$ cat config.mk
export PLATFORM = sky130hd
export DESIGN_NAME = gameplay_input_ctrl
export DESIGN_NICKNAME = d
export VERILOG_FILES = /design/src/rtl/gameplay_pkg.sv /design/src/rtl/gameplay_input_ctrl_debouncer.sv /design/src/rtl/gameplay_input_ctrl.sv
export SDC_FILE = /design/constraint.sdc
export NUM_CORES = 1
export LEC_CHECK = 0
export BUFFER_PORTS_ARGS = -buffer_cell sky130_fd_sc_hd__buf_2
export CAP_MARGIN = 20
export CORE_MARGIN = 2
export CORE_UTILIZATION = 48
export CTS_CLUSTER_DIAMETER = 150
export DETAILED_ROUTE_END_ITERATION = 12
export PLACE_DENSITY = 0.76
export SYNTH_ARGS = -nofsm -noshare
export SYNTH_HDL_FRONTEND = slang
export SYNTH_SLANG_ARGS = --single-unit
$ cat constraint.sdc
create_clock -name clk_in -period 6.8 [get_ports clk_in]
set_input_delay 1.02 -clock clk_in [delete_from_list [all_inputs] [get_ports clk_in]]
set_output_delay 1.02 -clock clk_in [all_outputs]
set_load 0.02 [all_outputs]
$ cat src/rtl/gameplay_pkg.sv
// Shared types and default timing constants for the gameplay input controller.
package gameplay_pkg;

  localparam int unsigned DEF_DEBOUNCE_CYCLES = 1_000_000;
  localparam int unsigned DEF_FRAME_CYCLES    = 1_666_667;
  localparam int unsigned DEF_LOCKOUT_FRAMES  = 30;

  typedef enum logic [1:0] {
    IDLE    = 2'd0,
    CHARGE  = 2'd1,
    LOCKOUT = 2'd2
  } hit_state_t;

  typedef enum logic {
    STABLE   = 1'b0,
    COUNTING = 1'b1
  } db_state_t;

  // Counter width able to hold 0..n-1, never narrower than one bit.
  function automatic int unsigned cnt_width(input int unsigned n);
    return (n > 1) ? $clog2(n) : 1;
  endfunction

endpackage

$ cat src/rtl/gameplay_input_ctrl_debouncer.sv
// Two-flop synchronizer followed by a counting debounce FSM for one raw button.
module gameplay_input_ctrl_debouncer
  import gameplay_pkg::*;
#(
  parameter int unsigned DEBOUNCE_CYCLES = DEF_DEBOUNCE_CYCLES
) (
  input  logic clk_in,
  input  logic rst_in,
  input  logic btn_in,
  output logic level
);

  localparam int unsigned CW = cnt_width(DEBOUNCE_CYCLES);
  localparam logic [CW-1:0] LAST = CW'(DEBOUNCE_CYCLES - 1);

  logic [1:0]    sync_q;
  logic          sync_s;
  db_state_t     state_q, state_d;
  logic [CW-1:0] cnt_q, cnt_d;
  logic          level_d;

  assign sync_s = sync_q[1];

  always_ff @(posedge clk_in or negedge rst_in) begin
    if (!rst_in) begin
      sync_q  <= '0;
      state_q <= STABLE;
      cnt_q   <= '0;
      level   <= 1'b0;
    end else begin
      sync_q  <= {sync_q[0], btn_in};
      state_q <= state_d;
      cnt_q   <= cnt_d;
      level   <= level_d;
    end
  end

  // Counter holds the number of consecutive mismatching samples seen so far.
  always_comb begin
    state_d = state_q;
    cnt_d   = cnt_q;
    level_d = level;
    case (state_q)
      STABLE: begin
        if (sync_s != level) begin
          if (DEBOUNCE_CYCLES <= 1) begin
            level_d = sync_s;
          end else begin
            state_d = COUNTING;
            cnt_d   = CW'(1);
          end
        end
      end
      COUNTING: begin
        if (sync_s == level) begin
          state_d = STABLE;
          cnt_d   = '0;
        end else if (cnt_q == LAST) begin
          state_d = STABLE;
          cnt_d   = '0;
          level_d = sync_s;
        end else begin
          cnt_d = cnt_q + CW'(1);
        end
      end
      default: begin
        state_d = STABLE;
        cnt_d   = '0;
      end
    endcase
  end

endmodule

$ cat src/rtl/gameplay_input_ctrl.sv
// Button conditioning, frame tick, new-game pulse and hit charge/lockout FSM.
module gameplay_input_ctrl
  import gameplay_pkg::*;
#(
  parameter int unsigned DEBOUNCE_CYCLES = DEF_DEBOUNCE_CYCLES,
  parameter int unsigned FRAME_CYCLES    = DEF_FRAME_CYCLES,
  parameter int unsigned LOCKOUT_FRAMES  = DEF_LOCKOUT_FRAMES
) (
  input  logic clk_in,
  input  logic rst_in,
  input  logic btn_hit_in,
  input  logic btn_left_in,
  input  logic btn_right_in,
  input  logic btn_new_in,
  output logic charging_hit,
  output logic camera_pan_left,
  output logic camera_pan_right,
  output logic new_frame,
  output logic new_game
);

  localparam int unsigned FW = cnt_width(FRAME_CYCLES);
  localparam int unsigned LW = cnt_width(LOCKOUT_FRAMES + 1);
  localparam logic [FW-1:0] FRAME_LAST = FW'(FRAME_CYCLES - 1);

  logic db_hit, db_left, db_right, db_new;
  logic db_hit_q, db_new_q;
  logic new_game_c;

  logic [FW-1:0] frame_cnt_q, frame_cnt_d;
  logic          new_frame_d;

  hit_state_t    state_q, state_d;
  logic [LW-1:0] lock_q, lock_d;
  logic          charging_d;

  gameplay_input_ctrl_debouncer #(.DEBOUNCE_CYCLES(DEBOUNCE_CYCLES)) u_db_hit (
    .clk_in(clk_in), .rst_in(rst_in), .btn_in(btn_hit_in), .level(db_hit)
  );
  gameplay_input_ctrl_debouncer #(.DEBOUNCE_CYCLES(DEBOUNCE_CYCLES)) u_db_left (
    .clk_in(clk_in), .rst_in(rst_in), .btn_in(btn_left_in), .level(db_left)
  );
  gameplay_input_ctrl_debouncer #(.DEBOUNCE_CYCLES(DEBOUNCE_CYCLES)) u_db_right (
    .clk_in(clk_in), .rst_in(rst_in), .btn_in(btn_right_in), .level(db_right)
  );
  gameplay_input_ctrl_debouncer #(.DEBOUNCE_CYCLES(DEBOUNCE_CYCLES)) u_db_new (
    .clk_in(clk_in), .rst_in(rst_in), .btn_in(btn_new_in), .level(db_new)
  );

  assign new_game_c = db_new & ~db_new_q;

  // Frame counter; a new game restarts the frame grid.
  always_comb begin
    frame_cnt_d = frame_cnt_q + FW'(1);
    if (new_game_c || (frame_cnt_q == FRAME_LAST)) begin
      frame_cnt_d = '0;
    end
    new_frame_d = (frame_cnt_d == FRAME_LAST);
  end

  always_ff @(posedge clk_in or negedge rst_in) begin
    if (!rst_in) begin
      state_q     <= IDLE;
      lock_q      <= '0;
      frame_cnt_q <= '0;
      db_hit_q    <= 1'b0;
      db_new_q    <= 1'b0;
    end else begin
      state_q     <= state_d;
      lock_q      <= lock_d;
      frame_cnt_q <= frame_cnt_d;
      db_hit_q    <= db_hit;
      db_new_q    <= db_new;
    end
  end

  // Hit FSM: entry needs a fresh press edge, so a button held through lockout is ignored.
  always_comb begin
    state_d = state_q;
    lock_d  = lock_q;
    case (state_q)
      IDLE: begin
        if (db_hit && !db_hit_q) begin
          state_d = CHARGE;
        end
      end
      CHARGE: begin
        if (!db_hit) begin
          state_d = LOCKOUT;
          lock_d  = LW'(LOCKOUT_FRAMES);
        end
      end
      LOCKOUT: begin
        if (lock_q == '0) begin
          state_d = IDLE;
        end else if (new_frame) begin
          lock_d = lock_q - LW'(1);
          if (lock_q == LW'(1)) begin
            state_d = IDLE;
          end
        end
      end
      default: begin
        state_d = IDLE;
        lock_d  = '0;
      end
    endcase
    if (new_game_c) begin
      state_d = IDLE;
      lock_d  = '0;
    end
    charging_d = (state_d == CHARGE);
  end

  // new_game resets high so gameplay sees it on the first edge after reset release.
  always_ff @(posedge clk_in or negedge rst_in) begin
    if (!rst_in) begin
      charging_hit     <= 1'b0;
      camera_pan_left  <= 1'b0;
      camera_pan_right <= 1'b0;
      new_frame        <= 1'b0;
      new_game         <= 1'b1;
    end else begin
      charging_hit     <= charging_d;
      camera_pan_left  <= db_left & ~db_right;
      camera_pan_right <= db_right & ~db_left;
      new_frame        <= new_frame_d;
      new_game         <= new_game_c;
    end
  end

endmodule

==> impl_results.md <==
- Hold crit path type: register to register
- Gpl congestion: 0.8969
- Dominant cells by area after synthesis: dfrtp_1, o21ai_1, o21ai_0
- Synth Warn #: 0
- Share of layout cells above drive strength 1: 0.07918
- Die ar.: 15350 µm²
- Met3 routed WL: between 400 and 500 µm
- H-tree depth: 4
- Vias: 5631
- DRT Pass-1 Iters: 5
- Status: complete, no violations
- Nets: 789
- Mapped Area: 6900 µm²
- First-pass GRT wire length: between 20000 and 25000 µm
- Power Density: 252.3 nW/µm²
- Post-cts sizing count: 0
- Slowest cell on crit path: or4_4
- Final Instance Area: 7797 µm²
- Post-CTS Hold Buffers: 0
- Post-synth ARST share: 1.000
- Final setup violation count: 0
- Yosys reg bits: 131
- Initial Utilization: 0.4933
- Clock buffer count from CTS: 17
- Final Slew Violations: 0
- Final Worst Setup Slack: 4.275 ns
- Critical path endpoint category: register
- CP arrival: about 2.8 ns
- Fin. Hold Viols: 0
- Fin Hold WS: about 0.35 ns
- Worst-path clk slew: 0.06 ns
- WL final: 13940 µm
- Unrepaired setup endpoints after global routing: false
- Avg WL per Cell: 14.48 µm
- Max cap viols: 0
- Met2 wire length: 6689 µm
- CTS tree: done
- Total grt overflow: 0
- Residual DRC: 0
- # diodes: 0
- Total leakage power: 3.278 nW
- Port bufs: 10
- Post-synth cell types: 53
- CTS Buffer Depth: 2
- Worst-path cell chain: or4b_1 -> or4_4 -> o21bai_4 -> nor2b_1 -> o21ai_1 -> o31ai_1
- Core area: roughly 14000 µm²
- Sink Count: 131
- Dpl cells: 929
- CP Class: register to register
- Post-CTS Setup Inserts: 0
- Top-count cell post-synth: dfrtp_1
- Fin Clk Skew: 0.004121 ns
- Worst slew pin tran: 0.9161 ns
- Rel. slew slack: 0.3870
- Fill count: 1190
- Vias in the first global route: 5238
- Wl on met1: 6520 µm
- Largest net degree at the start of global routing: 72
- Synth top area share: 0.4714
- Post-synth EDFFs: 0
- Critical path startpoint category: register
- Largest area contributor in the netlist: dfrtp_1
- CP Data Required Time: approximately 7.1 ns
- Routed Antenna Nets: 0
- Rows: 43
- Area Overhead vs Synth: 13.00%
- Dpl cell area: 7067 µm²
- Internal reg-to-reg setup slack: 4.28 ns
- Post-DR vias/cell: 5.847
- I/O Pins: 11
- Synth cell count leaders: dfrtp_1, nor2_1, nand2_1
- DIE WIDTH: roughly 120 µm
- Starting DRT DRC Count: approximately 380
- Die Ht: 123.9 µm
- Pwr Total: 1.967 mW
- Setup TNS: 0 ns
- Seq/Total Area, Yosys: 0.4752
- Cells after Synth: a little under 800
- Fmax: around 0.4 GHz
- Minimum clock period: 2.525 ns
- Final period utilization: 0.3713
- Util after Layout: 0.5574
- Global-route usage over all layers: 0.2000
- Non-filler cells in the finished layout: 963
- Critical Path Max Stage Delay: 0.57 ns
- Worst VDD drop: around 190 µV
- CP max FO: 23
- Initial antenna violation count: 0
- Pre-CTS setup slack: 4.316 ns
- DR top layer: met4
- Clk_lat worst skew: ~0.42 ns
- Synthesized area per cell: roughly 9 µm²
- Syn Nets: 788
- Root Buffer: clkbuf_16
- Hpwl dp: 8795 µm
- Main flop type after synthesis: dfrtp_1
-- area by class of cell --
cell class | count | area, µm² | area share
Clock inverter | 11 | 245.2 | 0.03145
Multi-Input combinational cell | 589 | 3416 | 0.4381
Tap cell | 180 | 225.2 | 0.02888
Inverter | 14 | 52.55 | 0.006739
Sequential cell | 131 | 3279 | 0.4206
Timing Repair Buffer | 17 | 108.9 | 0.01396
Clock buffer | 21 | 470.5 | 0.06033
-- final timing paths --
path,cells after the start,endpoint,startpoint
setup / recovery,6,u_db_left.cnt_q[10]$_DFFE_PN0P_,u_db_left.cnt_q[11]$_DFFE_PN0P_
hold / removal,0,u_db_new.sync_q[1]$_DFF_PN0_,u_db_new.sync_q[0]$_DFF_PN0_
setup reg to reg,6,u_db_left.cnt_q[10]$_DFFE_PN0P_,u_db_left.cnt_q[11]$_DFFE_PN0P_
hold reg to reg,0,u_db_new.sync_q[1]$_DFF_PN0_,u_db_new.sync_q[0]$_DFF_PN0_
max in group asynchronous,2,u_db_new.cnt_q[4]$_DFFE_PN0P_,rst_in
min in group asynchronous,1,frame_cnt_q[16]$_DFF_PN0_,rst_in
-- cells in the final DEF, fill, tap and decap left out, types with 4 or more instances in the layout --
cell type  count
and2_1        14
nor2_1        76
inv_1         14
a21oi_1       31
xor2_1        18
nor4_1         4
nor4b_1        4
o21ai_1       65
and4_1         5
ha_1          13
o21a_1         4
clkbuf_16     17
o31ai_1       23
buf_2          9
buf_4          7
nand4_1       31
nor3_1        11
dfrtp_1      130
a31oi_1       18
nor2b_1       20
nand3_1       37
nand4b_1       4
o21ai_0       59
and3_1        25
a22o_1         4
nand2_1       71
bufinv_16      7
xnor2_1       11
-- logic make-up (layout without fill, tap and decap cells) --
logic type	Yosys count	after routing	share of synthesized area
compound gates	218	218	0.1828
xor+xnor	29	29	0.03681
fa+ha+maj	13	13	0.02357
buf+inv	49	63	0.03082
flops	131	131	0.4753
mux	4	4	0.006527
simple gates	325	325	0.2442
-- metal layers --
| layer | GRT usage | vias to the layer above |
|---|---|---|
| met5 | 0 | - |
| met3 | 0.03984 | 23 |
| met4 | 0.08497 | 0 |
| met1 | 0.2743 | 2682 |
| met2 | 0.3111 | 131 |
| li1 | - | 2795 |
-- state kept, by name (all words and copies together), names as in the netlist, 2 cells and up --
signal / cells
frame_cnt_q: 21
u_db_hit.cnt_q: 20
u_db_new.cnt_q: 20
u_db_right.sync_q: 2
lock_q: 5
u_db_left.sync_q: 2
u_db_right.cnt_q: 20
state_q: 2
u_db_left.cnt_q: 20
u_db_hit.sync_q: 2
u_db_new.sync_q: 2
-- worst max-delay path: cells and delay by family, from the launching register on --
family          cells  cell delay, ns
compound gates      3            0.70
simple gates        3            1.20
flops               1            0.46
-- report_power, final --
| part | switching [mW] | internal (mW) | total [mW] |
|---|---|---|---|
| Combinational | 0.0484 | 0.0222 | 0.0707 |
| Clock | 0.337 | 0.758 | 1.09 |
| Sequential | 0.0107 | 0.791 | 0.802 |
| Total | 0.396 | 1.57 | 1.97 |
Note: power is estimated with default switching activity, not from simulation.
